--- src/rtl/alu_pkg.sv ---
// Opcode map and FSM state encoding shared by the
// execute-stage ALU and its iterative multiply/divide unit.
package alu_pkg;

  localparam logic [3:0] OP_AND   = 4'b0000;
  localparam logic [3:0] OP_OR    = 4'b0001;
  localparam logic [3:0] OP_ADD   = 4'b0010;
  localparam logic [3:0] OP_SUB   = 4'b0110;
  localparam logic [3:0] OP_SLT   = 4'b0111;
  localparam logic [3:0] OP_NOR   = 4'b1100;
  localparam logic [3:0] OP_MULT  = 4'b1000;
  localparam logic [3:0] OP_MULTU = 4'b1001;
  localparam logic [3:0] OP_DIV   = 4'b1010;
  localparam logic [3:0] OP_DIVU  = 4'b1011;
  localparam logic [3:0] OP_MFHI  = 4'b1101;
  localparam logic [3:0] OP_MFLO  = 4'b1110;

  typedef enum logic [1:0] {
    S_IDLE,
    S_BUSY,
    S_FIX
  } state_e;

  function automatic logic is_md(
    input logic [3:0] op
  );
    return op[3:2] == 2'b10;
  endfunction

endpackage

--- src/rtl/alu_iter_mdu.sv ---
// Iterative shift-add multiplier / restoring divider on
// operand magnitudes; one step per cycle, signs fixed on output.
module alu_iter_mdu
  import alu_pkg::*;
#(
  parameter int WIDTH = 32
) (
  input  logic             clk,
  input  logic             rst_n,
  input  logic             i_start,
  input  logic             i_div,
  input  logic             i_signed,
  input  logic [WIDTH-1:0] i_a,
  input  logic [WIDTH-1:0] i_b,
  output logic             o_done,
  output logic [WIDTH-1:0] o_hi,
  output logic [WIDTH-1:0] o_lo
);

  localparam int CW = $clog2(WIDTH);

  logic             r_run;
  logic             r_div;
  logic             r_nq;
  logic             r_nr;
  logic [CW-1:0]    r_cnt;
  logic [WIDTH-1:0] r_hi;
  logic [WIDTH-1:0] r_lo;
  logic [WIDTH-1:0] r_m;

  logic             w_sa;
  logic             w_sb;
  logic [WIDTH-1:0] w_ma;
  logic [WIDTH-1:0] w_mb;
  logic [WIDTH:0]   w_sum;
  logic [WIDTH:0]   w_rs;
  logic             w_ge;
  logic [WIDTH-1:0] w_sub;
  logic [2*WIDTH-1:0] w_pneg;

  assign w_sa = i_signed & i_a[WIDTH-1];
  assign w_sb = i_signed & i_b[WIDTH-1];
  assign w_ma = w_sa ? -i_a : i_a;
  assign w_mb = w_sb ? -i_b : i_b;

  assign w_sum = {1'b0, r_hi}
               + (r_lo[0] ? {1'b0, r_m} : '0);
  assign w_rs  = {r_hi, r_lo[WIDTH-1]};
  assign w_ge  = w_rs >= {1'b0, r_m};
  assign w_sub = w_rs[WIDTH-1:0] - r_m;

  assign o_done = r_run
                & (r_cnt == CW'(WIDTH-1));

  always_ff @(posedge clk or negedge rst_n) begin
    if (!rst_n) begin
      r_run <= 1'b0;
      r_div <= 1'b0;
      r_nq  <= 1'b0;
      r_nr  <= 1'b0;
      r_cnt <= '0;
      r_hi  <= '0;
      r_lo  <= '0;
      r_m   <= '0;
    end else if (i_start) begin
      r_run <= 1'b1;
      r_div <= i_div;
      r_nq  <= w_sa ^ w_sb;
      r_nr  <= w_sa;
      r_cnt <= '0;
      r_hi  <= '0;
      r_m   <= i_div ? w_mb : w_ma;
      r_lo  <= i_div ? w_ma : w_mb;
    end else if (r_run) begin
      if (r_div) begin
        r_hi <= w_ge ? w_sub : w_rs[WIDTH-1:0];
        r_lo <= {r_lo[WIDTH-2:0], w_ge};
      end else begin
        r_hi <= w_sum[WIDTH:1];
        r_lo <= {w_sum[0], r_lo[WIDTH-1:1]};
      end
      if (o_done) begin
        r_run <= 1'b0;
      end else begin
        r_cnt <= r_cnt + CW'(1);
      end
    end
  end

  // product is negated as a whole; quotient and remainder separately
  assign w_pneg = -{r_hi, r_lo};

  assign o_hi = r_div
    ? (r_nr ? -r_hi : r_hi)
    : (r_nq ? w_pneg[2*WIDTH-1:WIDTH] : r_hi);

  assign o_lo = r_div
    ? (r_nq ? -r_lo : r_lo)
    : (r_nq ? w_pneg[WIDTH-1:0] : r_lo);

endmodule

--- src/rtl/alu_mdu.sv ---
// Execute-stage ALU with HI/LO registers; MULT/DIV ops are
// sequenced through the iterative unit with a valid/ready stall.
module alu_mdu
  import alu_pkg::*;
#(
  parameter int WIDTH = 32
) (
  input  logic             clk,
  input  logic             reset_n,
  input  logic             in_valid,
  output logic             in_ready,
  input  logic [WIDTH-1:0] op_a,
  input  logic [WIDTH-1:0] op_b,
  input  logic [3:0]       alu_op,
  output logic             out_valid,
  output logic [WIDTH-1:0] result,
  output logic             zero,
  output logic             overflow,
  output logic             div_by_zero,
  output logic             illegal_op
);

  state_e r_state;
  state_e w_next;

  logic [WIDTH-1:0] r_result;
  logic [WIDTH-1:0] r_hi;
  logic [WIDTH-1:0] r_lo;
  logic [WIDTH-1:0] r_mda;
  logic             r_mdbz;
  logic             r_valid;
  logic             r_zero;
  logic             r_ovf;
  logic             r_dbz;
  logic             r_ill;

  logic             w_acc;
  logic             w_md;
  logic [WIDTH-1:0] w_sum;
  logic [WIDTH-1:0] w_dif;
  logic [WIDTH-1:0] w_res;
  logic             w_ovf;
  logic             w_ill;
  logic             w_done;
  logic [WIDTH-1:0] w_mhi;
  logic [WIDTH-1:0] w_mlo;
  logic [WIDTH-1:0] w_fhi;
  logic [WIDTH-1:0] w_flo;

  assign in_ready = (r_state == S_IDLE);
  assign w_acc    = in_valid & in_ready;
  assign w_md     = w_acc & is_md(alu_op);
  assign w_sum    = op_a + op_b;
  assign w_dif    = op_a - op_b;

  always_comb begin
    w_res = '0;
    w_ovf = 1'b0;
    w_ill = 1'b0;
    case (alu_op)
      OP_AND: w_res = op_a & op_b;
      OP_OR:  w_res = op_a | op_b;
      OP_NOR: w_res = ~(op_a | op_b);
      OP_ADD: begin
        w_res = w_sum;
        w_ovf = (op_a[WIDTH-1] == op_b[WIDTH-1])
              & (w_sum[WIDTH-1] != op_a[WIDTH-1]);
      end
      OP_SUB: begin
        w_res = w_dif;
        w_ovf = (op_a[WIDTH-1] != op_b[WIDTH-1])
              & (w_dif[WIDTH-1] != op_a[WIDTH-1]);
      end
      OP_SLT: w_res = {{(WIDTH-1){1'b0}},
                       $signed(op_a) < $signed(op_b)};
      OP_MFHI: w_res = r_hi;
      OP_MFLO: w_res = r_lo;
      OP_MULT, OP_MULTU,
      OP_DIV, OP_DIVU: w_res = '0;
      default: w_ill = 1'b1;
    endcase
  end

  always_comb begin
    w_next = r_state;
    case (r_state)
      S_IDLE:  if (w_md) w_next = S_BUSY;
      S_BUSY:  if (w_done) w_next = S_FIX;
      S_FIX:   w_next = S_IDLE;
      default: w_next = S_IDLE;
    endcase
  end

  always_ff @(posedge clk or negedge reset_n) begin
    if (!reset_n) r_state <= S_IDLE;
    else          r_state <= w_next;
  end

  alu_iter_mdu #(
    .WIDTH(WIDTH)
  ) u_mdu (
    .clk     (clk),
    .rst_n   (reset_n),
    .i_start (w_md),
    .i_div   (alu_op[1]),
    .i_signed(~alu_op[0]),
    .i_a     (op_a),
    .i_b     (op_b),
    .o_done  (w_done),
    .o_hi    (w_mhi),
    .o_lo    (w_mlo)
  );

  // divide by zero bypasses the iterative result entirely
  assign w_fhi = r_mdbz ? r_mda : w_mhi;
  assign w_flo = r_mdbz ? '1 : w_mlo;

  always_ff @(posedge clk or negedge reset_n) begin
    if (!reset_n) begin
      r_result <= '0;
      r_hi     <= '0;
      r_lo     <= '0;
      r_mda    <= '0;
      r_mdbz   <= 1'b0;
      r_valid  <= 1'b0;
      r_zero   <= 1'b0;
      r_ovf    <= 1'b0;
      r_dbz    <= 1'b0;
      r_ill    <= 1'b0;
    end else begin
      r_valid <= 1'b0;
      if (w_md) begin
        r_mda  <= op_a;
        r_mdbz <= alu_op[1] & (op_b == '0);
      end else if (w_acc) begin
        r_result <= w_res;
        r_zero   <= (w_res == '0);
        r_ovf    <= w_ovf;
        r_dbz    <= 1'b0;
        r_ill    <= w_ill;
        r_valid  <= 1'b1;
      end
      if (r_state == S_FIX) begin
        r_hi     <= w_fhi;
        r_lo     <= w_flo;
        r_result <= w_flo;
        r_zero   <= (w_flo == '0);
        r_ovf    <= 1'b0;
        r_dbz    <= r_mdbz;
        r_ill    <= 1'b0;
        r_valid  <= 1'b1;
      end
    end
  end

  assign out_valid   = r_valid;
  assign result      = r_result;
  assign zero        = r_zero;
  assign overflow    = r_ovf;
  assign div_by_zero = r_dbz;
  assign illegal_op  = r_ill;

endmodule

--- config.mk ---
export PLATFORM = sky130hd
export DESIGN_NAME = alu_mdu
export DESIGN_NICKNAME = d
export VERILOG_FILES = /design/src/rtl/alu_pkg.sv /design/src/rtl/alu_iter_mdu.sv /design/src/rtl/alu_mdu.sv
export SDC_FILE = /design/constraint.sdc
export NUM_CORES = 1
export LEC_CHECK = 0
export CORE_MARGIN = 2
export CORE_UTILIZATION = 40
export DETAILED_ROUTE_END_ITERATION = 10
export GPL_ROUTABILITY_DRIVEN = 0
export PLACE_DENSITY = 0.54
export SLEW_MARGIN = 20
export SYNTH_ARGS = -nofsm -noshare
export SYNTH_HDL_FRONTEND = slang
export SYNTH_HIERARCHICAL = 1
export SYNTH_SLANG_ARGS = --single-unit
--- constraint.sdc ---
create_clock -name clk -period 7.15 [get_ports clk]
set_input_delay 1.7875 -clock clk [delete_from_list [all_inputs] [get_ports clk]]
set_output_delay 1.7875 -clock clk [all_outputs]
set_load 0.01 [all_outputs]
==> results.txt, run 1 <==
The run finished with clean final reports. At the worst endpoint, the arrival time is 6.63 ns. Dividing total power by cell area gives a power density of 443 nW/µm².

Launch instance of the worst min-delay path: r_lo[18]. The run gives 0 as the number of failing hold endpoints at the final stage. Data on the critical path is required at its endpoint by 7.62 ns.

The slew at the pin closest to its max-slew limit works out to 1.11 ns. The run gives 3429 as the post-synthesis net count. The worst setup path is launched from an input port. The die covers 62000 µm². The tools report the cell area after layout as 26900 µm². Post-synth design cell area: 24000 µm². The tools report the type of element capturing the critical path as a flip-flop. The post-detailed-route count of antenna-violating nets was 0.

The kind of cell adding the most delay to the critical path was compound AO/OA/AOI/OAI gates. The total of endpoints with negative setup slack in the final report was 0. The logs give 3185 for the post-synthesis cell count and 31.6% for the total global routing track utilization. In this run the cell area measured after placement is 25800 µm².

In the final routed layout, each cell accounts on average for 25.3 µm. The initial antenna violation count was 3; the via density per instance was 6.37. Wires add up to 100000 µm. Counting distinct cell types in the post-synthesis netlist gives 95. For the number of buffers inserted during clock tree synthesis, the log shows 34. The highest attainable clock frequency was 162 MHz. Setup repair after global routing left no endpoint under its margin. The tool flagged a number of max-cap violations equal to 0. The logs give 3 for the number of buffers between clock root and the deepest sink and 2 for the H-tree depth reported by CTS. The first global-routing pass estimated 152000 µm of wire. Measured along the x axis, the die boundary spans 249 µm.

The number of pins with negative max-slew slack in the final report was 0. The first detailed-routing pass ran for 8 iterations. Input and output buffers added on the ports amount to 108. The via total after detailed routing came out at 25306.

Prevailing post-synth register cell: sky130_fd_sc_hd__dfrtp_1. The tightest hold path in the finished design has a slack of 0.481 ns. The leakage power figure was 11.4 nW; the clock transition at the registers of the reported paths was 0.06 ns. The register bit count reported by yosys works out to 241. Standard cell with the maximum stage delay on the critical path: sky130_fd_sc_hd__o31ai_1. The worst register-to-register path begins at u_mdu/r_lo[0].

The Yosys step of the flow raised 6 warnings. The starting DRC count in detailed routing is 3001. For this design, the CTS-stage hold fixing added 0 buffers. The DRC violation count after routing came out at 0. The source of the critical timing path is op_b[4].

The total area inside the core boundary comes to 59200 µm². Traced cell by cell, the critical path runs through clkdlybuf4s50_1 > inv_1 > ha_1 > a21o_1 > a21oi_1 > a21oi_1 > o31ai_1 > a21oi_1 > or3_1 > a221oi_1 > nand4b_1 > nor3_2 > nand4_1 > o31ai_2. The tools report the count of filler cells inserted in the layout as 5993. The clock drives 241 sinks. The run gives 25.1% as the sequential cell area fraction in the yosys report. The worst voltage drop across the vdd grid is 0.231 mV, and the number of gates resized after CTS is 0. The synthesized area per cell was 7.54 µm². The number of buffers and inverters on the critical path is 2. The smallest setup slack after layout was 0.987 ns; the minimum period implied by the final worst setup slack was 6.16 ns. In the final timing run, aggregate negative setup slack is 0 ns.

The highest fanout seen on the critical path came out at 12. The number of global-route vias before repair came out at 24168. The stage delay of the slowest cell on the critical path was 0.93 ns.

The worst-skew pair later-pin latency was 0.56 ns; the total number of nets in the final design was 3421. TritonCTS built the clock tree. The min-delay analysis places its worst path in the category reg -> reg. The tree is rooted in a sky130_fd_sc_hd__clkbuf_16. For the final database, setup skew stands at 0.0290 ns. By instance count, the cell type seen most on the critical path is sky130_fd_sc_hd__a21oi_1.

The y dimension of the die is 249 µm, and the starting utilization of the core area is 40.6%. Of the cells placed in the final design, the portion with a size suffix greater than 1 is 5.53%. The post-place setup slack was 0.688 ns. The synthesis-to-finish area growth was 12.0%.

Summing internal, switching and leakage power gives 11.9 mW. The final critical-path share of the clock period was 86.2%; the number of standard-cell rows in the floorplan was 89. Yosys mapped a number of flops with a built-in enable equal to 0. Post-CTS timing repair inserted 0 buffers for setup. The run gives 109 as the number of ports placed on the die boundary. After global routing the overflow that remains totals 0. Entering global routing, the biggest net connects 113 pins.

Headroom to the max-slew limit came out at 25.2%. The half-perimeter wire length of the detailed placement result came out at 77000 µm. For this run, asynchronously set or reset flops after synthesis account for 100%.

The setup path with the least slack is of type in -> reg.
path summary, 6_finish.rpt:
path                       cells past startpoint  slack [ns]          end
hold reg to reg                                2        0.48     r_lo[18]
min in group asynchronous                      1        1.17    result[2]
hold / removal                                 2        0.48     r_lo[18]
max in group asynchronous                      2        4.68  div_by_zero
setup reg to reg                              11        2.22     r_hi[28]
setup / recovery                              14        0.99         zero
power breakdown:
group / internal [mW] / leakage [nW] / switching, mW / total (mW)
logic: 2.88 / 7.92 / 4.38 / 7.26
registers: 2.00 / 2.91 / 0.842 / 2.84
clock network: 1.11 / 0.577 / 0.708 / 1.82
total: 5.99 / 11.4 / 5.93 / 11.9
area by class of cell:
class	count	area (µm²)	share of cell area (%)
multi-input combinational	2559	16600	61.6
sequential	241	6040	22.4
timing repair buffer	163	1500	5.59
tap	773	967	3.59
clock buffer	41	938	3.49
inverter	178	669	2.49
clock inverter	17	216	0.804
antenna	1	2.50	0.00930
sequential cells by signal, summed over array words and instances (netlist names):
name         cells
div_by_zero      1
u_mdu/r_hi      32
u_mdu/r_cnt      5
u_mdu/r_lo      32
r_lo            32
zero             1
u_mdu/r_nr       1
u_mdu/r_run      1
r_hi            32
u_mdu/r_div      1
result          32
r_mdbz           1
u_mdu/r_nq       1
u_mdu/r_m       32
r_mda           32
out_valid        1
r_state          2
overflow         1
illegal_op       1
synthesized netlist by cell type, types with 22 or more instances:
| library cell | count | area, µm² |
|---|---|---|
| sky130_fd_sc_hd__a211oi_1 | 34 | 255 |
| sky130_fd_sc_hd__a21o_1 | 52 | 390 |
| sky130_fd_sc_hd__a21oi_1 | 225 | 1130 |
| sky130_fd_sc_hd__a22oi_1 | 22 | 165 |
| sky130_fd_sc_hd__a31oi_1 | 39 | 244 |
| sky130_fd_sc_hd__and3_1 | 24 | 150 |
| sky130_fd_sc_hd__buf_1 | 25 | 93.8 |
| sky130_fd_sc_hd__clkbuf_1 | 171 | 642 |
| sky130_fd_sc_hd__dfrtp_1 | 241 | 6030 |
| sky130_fd_sc_hd__ha_1 | 169 | 2110 |
| sky130_fd_sc_hd__inv_1 | 176 | 661 |
| sky130_fd_sc_hd__mux2i_1 | 88 | 881 |
| sky130_fd_sc_hd__nand2_1 | 378 | 1420 |
| sky130_fd_sc_hd__nand2b_1 | 31 | 194 |
| sky130_fd_sc_hd__nand3_1 | 57 | 285 |
| sky130_fd_sc_hd__nand4_1 | 34 | 213 |
| sky130_fd_sc_hd__nor2_1 | 258 | 968 |
| sky130_fd_sc_hd__nor2b_1 | 29 | 181 |
| sky130_fd_sc_hd__nor3_1 | 74 | 370 |
| sky130_fd_sc_hd__nor4_1 | 51 | 319 |
| sky130_fd_sc_hd__o211ai_1 | 55 | 413 |
| sky130_fd_sc_hd__o21ai_0 | 354 | 1770 |
| sky130_fd_sc_hd__o221ai_1 | 27 | 236 |
| sky130_fd_sc_hd__o31ai_1 | 34 | 255 |
| sky130_fd_sc_hd__xnor2_1 | 111 | 972 |
| sky130_fd_sc_hd__xor2_1 | 68 | 596 |
layer usage:
metal | GRT usage (%) | vias up | wire, µm
met2 | 50.9 | 1319 | 45000
met3 | 4.74 | 258 | 8300
met1 | 42.7 | 12197 | 42700
li1 | - | 11530 | -
met5 | 0 | - | 13
met4 | 12.3 | 2 | 4520
worst register-to-register path: stages, from the launching register on:
cell and delay (ns):
sky130_fd_sc_hd__dfrtp_1 0.53, sky130_fd_sc_hd__inv_1 0.81, sky130_fd_sc_hd__ha_1 0.33, sky130_fd_sc_hd__nand3b_1 0.14, sky130_fd_sc_hd__nor2b_1 0.57, sky130_fd_sc_hd__nand3_1 0.33
sky130_fd_sc_hd__or4_1 0.72, sky130_fd_sc_hd__and2_0 0.42, sky130_fd_sc_hd__o31ai_1 0.37, sky130_fd_sc_hd__xnor2_1 0.33, sky130_fd_sc_hd__mux2i_1 0.15, sky130_fd_sc_hd__o21ai_0 0.16
metrics by stage:
stage | std cells | util, %
after CTS | 3972 | 45.4
after detailed placement | 3914 | 43.5
after global routing | 3972 | 45.4
after floorplan | 3185 | -
after global placement | 3914 | 43.5
final | 3973 | 45.4
logic make-up (layout without fill, tap and decap cells):
kind of cell	count (synthesis)	count (layout)	synth area share, %
adder cells (fa/ha/maj)	173	173	9.14
other	0	1	0
buffers and inverters	385	399	6.16
flip-flops	241	241	25.1
AND/OR/NAND/NOR	1041	1041	20.5
XOR/XNOR	179	179	6.53
multiplexers	100	100	4.23
AO/OA/AOI/OAI	1066	1066	28.4
cells in the final DEF, fill, tap and decap left out, types with 18 or more instances in the layout:
cell type | synthesis | routed
sky130_fd_sc_hd__inv_1 | 176 | 175
sky130_fd_sc_hd__nor4_1 | 51 | 50
sky130_fd_sc_hd__buf_4 | 1 | 55
sky130_fd_sc_hd__a211oi_1 | 34 | 34
sky130_fd_sc_hd__o31ai_1 | 34 | 33
sky130_fd_sc_hd__and3_1 | 24 | 24
sky130_fd_sc_hd__nor3_1 | 74 | 73
sky130_fd_sc_hd__clkbuf_16 | 0 | 35
sky130_fd_sc_hd__o211ai_1 | 55 | 55
sky130_fd_sc_hd__a21oi_1 | 225 | 225
sky130_fd_sc_hd__nand3_1 | 57 | 57
sky130_fd_sc_hd__nor2b_1 | 29 | 28
sky130_fd_sc_hd__o221ai_1 | 27 | 27
sky130_fd_sc_hd__xnor2_1 | 111 | 111
sky130_fd_sc_hd__o21a_1 | 19 | 19
sky130_fd_sc_hd__mux2i_1 | 88 | 88
sky130_fd_sc_hd__o21ai_0 | 354 | 354
sky130_fd_sc_hd__or3_1 | 21 | 21
sky130_fd_sc_hd__clkdlybuf4s50_1 | 0 | 105
sky130_fd_sc_hd__a221oi_1 | 18 | 18
sky130_fd_sc_hd__nand4_1 | 34 | 34
sky130_fd_sc_hd__a31oi_1 | 39 | 39
sky130_fd_sc_hd__nand2_1 | 378 | 378
sky130_fd_sc_hd__nor2_1 | 258 | 258
sky130_fd_sc_hd__nand2b_1 | 31 | 30
sky130_fd_sc_hd__a21o_1 | 52 | 52
sky130_fd_sc_hd__ha_1 | 169 | 169
sky130_fd_sc_hd__dfrtp_1 | 241 | 238
sky130_fd_sc_hd__a22oi_1 | 22 | 22
sky130_fd_sc_hd__xor2_1 | 68 | 68
Power figures use the tool's default switching activity.
==> run 2: changes to the inputs <==
CELL_PAD_IN_SITES_DETAIL_PLACEMENT = 1   (was default)
CELL_PAD_IN_SITES_GLOBAL_PLACEMENT = 2   (was default)
CORE_UTILIZATION = 34   (was 40)
PLACE_DENSITY = 0.76   (was 0.54)
clock period = 5.6 ns   (was 7.15 ns; I/O delays follow)
==> run 2 against run 1 <==
Highest routed layer unchanged. Non-clock buffer count is 154 higher. Cell count is 8.2% higher. Clock-buffer cell count is 3 higher. Worst setup slack worse by 0.82 ns. Critical path depth is 2 higher. Flip-flop and latch count stayed put. Global-route usage is 0.88 points lower. Sequential power is 29% higher. Critical endpoint unchanged. Utilization is 4.8 points lower.
==> results.txt, run 2 (synthesized netlist as in run 1, its figures left out) <==
The capturing point of the worst reg2reg path was r_hi[29]. The number of input and output port buffers inserted came out at 108 (unchanged). The cell area after layout is 28400 µm² (+5.7%).

The total number of nets in the final design is 3575 (+4.5%). Setup repair after global routing left no endpoint under its margin. STA classifies the critical path endpoint as a flip-flop.

The tools report the worst-skew pair later-pin latency as 0.56 ns (about the same). For the flop-to-flop setup slack, the log shows 1.00 ns (-1.22 ns). The clock period could shrink to 5.44 ns. In the layout the commonest cells are sky130_fd_sc_hd__nand2_1, sky130_fd_sc_hd__o21ai_0, sky130_fd_sc_hd__nor2_1. The critical path class is in -> reg. The total congestion overflow after global routing was 0 (unchanged).

The tools report the sort of element at the start of the critical path as an input port. The via total after detailed routing was 26259 (+3.8%); the worst voltage drop across the vdd grid was 0.325 mV (+40%). TritonCTS built the clock tree.

The depth of the most critical reg-to-reg path is 11 (unchanged). Leaving out fill and tap cells, the most frequent cell in the layout is sky130_fd_sc_hd__nand2_1. The logs give 27052 (+12%) for the number of global-route vias before repair and 0 (unchanged) for the number of failing hold endpoints at the final stage.

The fraction of layout cells with a size suffix above 1 is 10.0% (+4.5 points), and the y dimension of the die is 270 µm (+8.3%). The wire length per cell after detailed routing was 26.7 µm (+5.4%). For the DRC violation count after routing, the log shows 0 (unchanged). The logs give 0 (unchanged) for the post-detailed-route count of antenna-violating nets and 30.3% (+5.1 points) for the relative slew slack.

For the starting utilization of the core area, the log shows 34.3% (-6.2 points). The critical path data required time came out at 6.06 ns (-1.56 ns). The tools report the cell chosen for the clock root as sky130_fd_sc_hd__clkbuf_16. The logs give 41.5% (-1.2 points) for the met1 track utilization from global routing and 4297 (+8.2%) for the final instance count without filler cells.

The utilization of the core after routing is 40.6% (-4.8 points). The tools report the total global routing track utilization as 30.7% (-0.88 points). For this run, the top clock speed supported by timing is 184 MHz. Worst hold slack: 0.482 ns (+0.000876 ns). The final critical path takes up 97.1% of the cycle. The area of the placeable core was 70000 µm² (+18%). The path with the worst hold slack has its endpoint at r_mda[0]. Compared with the post-synthesis result, the final layout area differs by 18.4%. The global-route wire length before repair is 173000 µm (+14%), and the highest fanout seen on the critical path is 3 (-9).

The run gives 3 (unchanged) as the number of buffers between clock root and the deepest sink. met2 is the most crowded layer. The cell area reported after detailed placement came out at 27200 µm² (+5.5%). The run gives 0 (-1) as the antenna diode count. The flow ran to the end, and the final reports show no timing, DRC or antenna violations. The endpoint arrival time on the critical path was 5.89 ns (-0.74 ns); the hold path depth was 2 (unchanged). The source of the worst register-to-register timing path is u_mdu/r_lo[23]. The leakage power figure was 12.2 nW (+7.0%); the total placed cells including tap cells was 4235 (+8.2%).

The tools report the total length of routed wires as 115000 µm (+14%). The tools report the starting DRC count in detailed routing as 2519 (-16%). The logs give 0.0171 ns (-0.0119 ns) for the worst-case clock skew and 51.1% (+0.26 points) for the global routing usage on met2. The number of ports placed on the die boundary was 109 (unchanged); the count of filler cells inserted in the layout was 8590 (+43%). Clock sink count: 241 (unchanged). The die width works out to 270 µm (+8.3%). The number of buffers inserted during clock tree synthesis is 34 (unchanged), and the initial antenna violation count is 2 (-1). The launch instance of the worst min-delay path is r_mda[0]. The half-perimeter wire length of the detailed placement result is 89800 µm (+17%). The logs give 0 (unchanged) for the count of max-cap constraint violations and 109 (-3.5%) for the largest net degree at the start of global routing. The power per cell area is 553 nW/µm² (+25%). The H-tree depth reported by CTS is 2 (unchanged).

The tools report the number of standard-cell rows in the floorplan as 97 (+9.0%). The type of the worst min-delay path is reg -> reg. The total negative slack came out at 0 ns (unchanged). The tools report the number of pins with negative max-slew slack in the final report as 0 (unchanged). The die footprint was 72800 µm² (+17%). The tools report the length of the first detailed-routing pass in iterations as 6 (-2). The total of endpoints with negative setup slack in the final report is 0 (unchanged), and the via density per instance is 6.11 (-4.1%). Clock transition at the registers of the reported paths: 0.06 ns (about the same). The met3 demand-to-capacity share in global routing is 3.61% (-1.1 points), and the slew at the pin closest to its max-slew limit is 1.04 ns (-0.0773 ns).
run 2: cell count changes in the layout (fill, tap and decap cells not counted), moves of 2 or more:
| cell | before | now |
|---|---|---|
| sky130_fd_sc_hd__buf_12 | 1 | 5 |
| sky130_fd_sc_hd__buf_4 | 55 | 205 |
| sky130_fd_sc_hd__clkbuf_16 | 35 | 37 |
| sky130_fd_sc_hd__clkinv_2 | 11 | 6 |
| sky130_fd_sc_hd__clkinv_4 | 0 | 3 |
run 2: repair_timing:
action                     4_1_cts  5_1_grt
gates resized for setup          1        3
setup endpoints to repair        1        1
pin swaps                        0        0
hold buffers                     0        0
setup buffers                    0        0
run 2: final cells by class:
type,count,area [µm²],area share [%]
multi-input cells,2559,16600,58.4
flip-flops and latches,241,6040,21.2
repair buffers,317,2710,9.53
well taps,940,1180,4.14
clock buffers,44,1000,3.52
inverters,178,671,2.36
clock inverters,18,239,0.840
run 2: critical path, stage by stage:
cell and delay, ns:
sky130_fd_sc_hd__clkdlybuf4s50_1 0.53, sky130_fd_sc_hd__inv_1 0.08, sky130_fd_sc_hd__ha_1 0.24, sky130_fd_sc_hd__inv_1 0.09
sky130_fd_sc_hd__fa_1 0.29, sky130_fd_sc_hd__nand2b_4 0.08, sky130_fd_sc_hd__a211o_1 0.36, sky130_fd_sc_hd__a21o_1 0.19
sky130_fd_sc_hd__a221o_1 0.32, sky130_fd_sc_hd__a211o_1 0.31, sky130_fd_sc_hd__nor4_1 0.44, sky130_fd_sc_hd__nand4b_1 0.30
sky130_fd_sc_hd__or4b_1 0.65, sky130_fd_sc_hd__nor3_2 0.23, sky130_fd_sc_hd__nand4_1 0.15, sky130_fd_sc_hd__o31ai_2 0.25
run 2: power by group:
part	internal, mW	leakage [nW]	total (mW)	switching, mW
clock network	1.50	0.610	2.45	0.944
logic	3.79	8.68	9.62	5.83
registers	2.55	2.91	3.66	1.10
run 2: through the flow:
step | total power [mW] | setup WS [ns]
global placement | 12.8 | -0.658
CTS | 15.6 | 0.0478
floorplan | 9.72 | 1.11
detailed placement | 13.1 | -0.703
global route | 16.9 | 0.0212
finish | 15.7 | 0.163
run 2: how the worst max path moves through the flow:
stage	startpoint	endpoint	slack (ns)
floorplan	op_a[0]	zero	1.11
global placement	op_a[7]	zero	-0.66
detailed placement	op_b[7]	zero	-0.70
CTS	op_b[0]	zero	0.05
global route	op_a[0]	zero	0.02
finish	op_a[0]	zero	0.16
run 2: metal layers:
metal	share of wire, %	wire length [µm]
met1	44	50800
met2	47	53400
met3	5.6	6370
met4	3.4	3900
met5	0.013	15
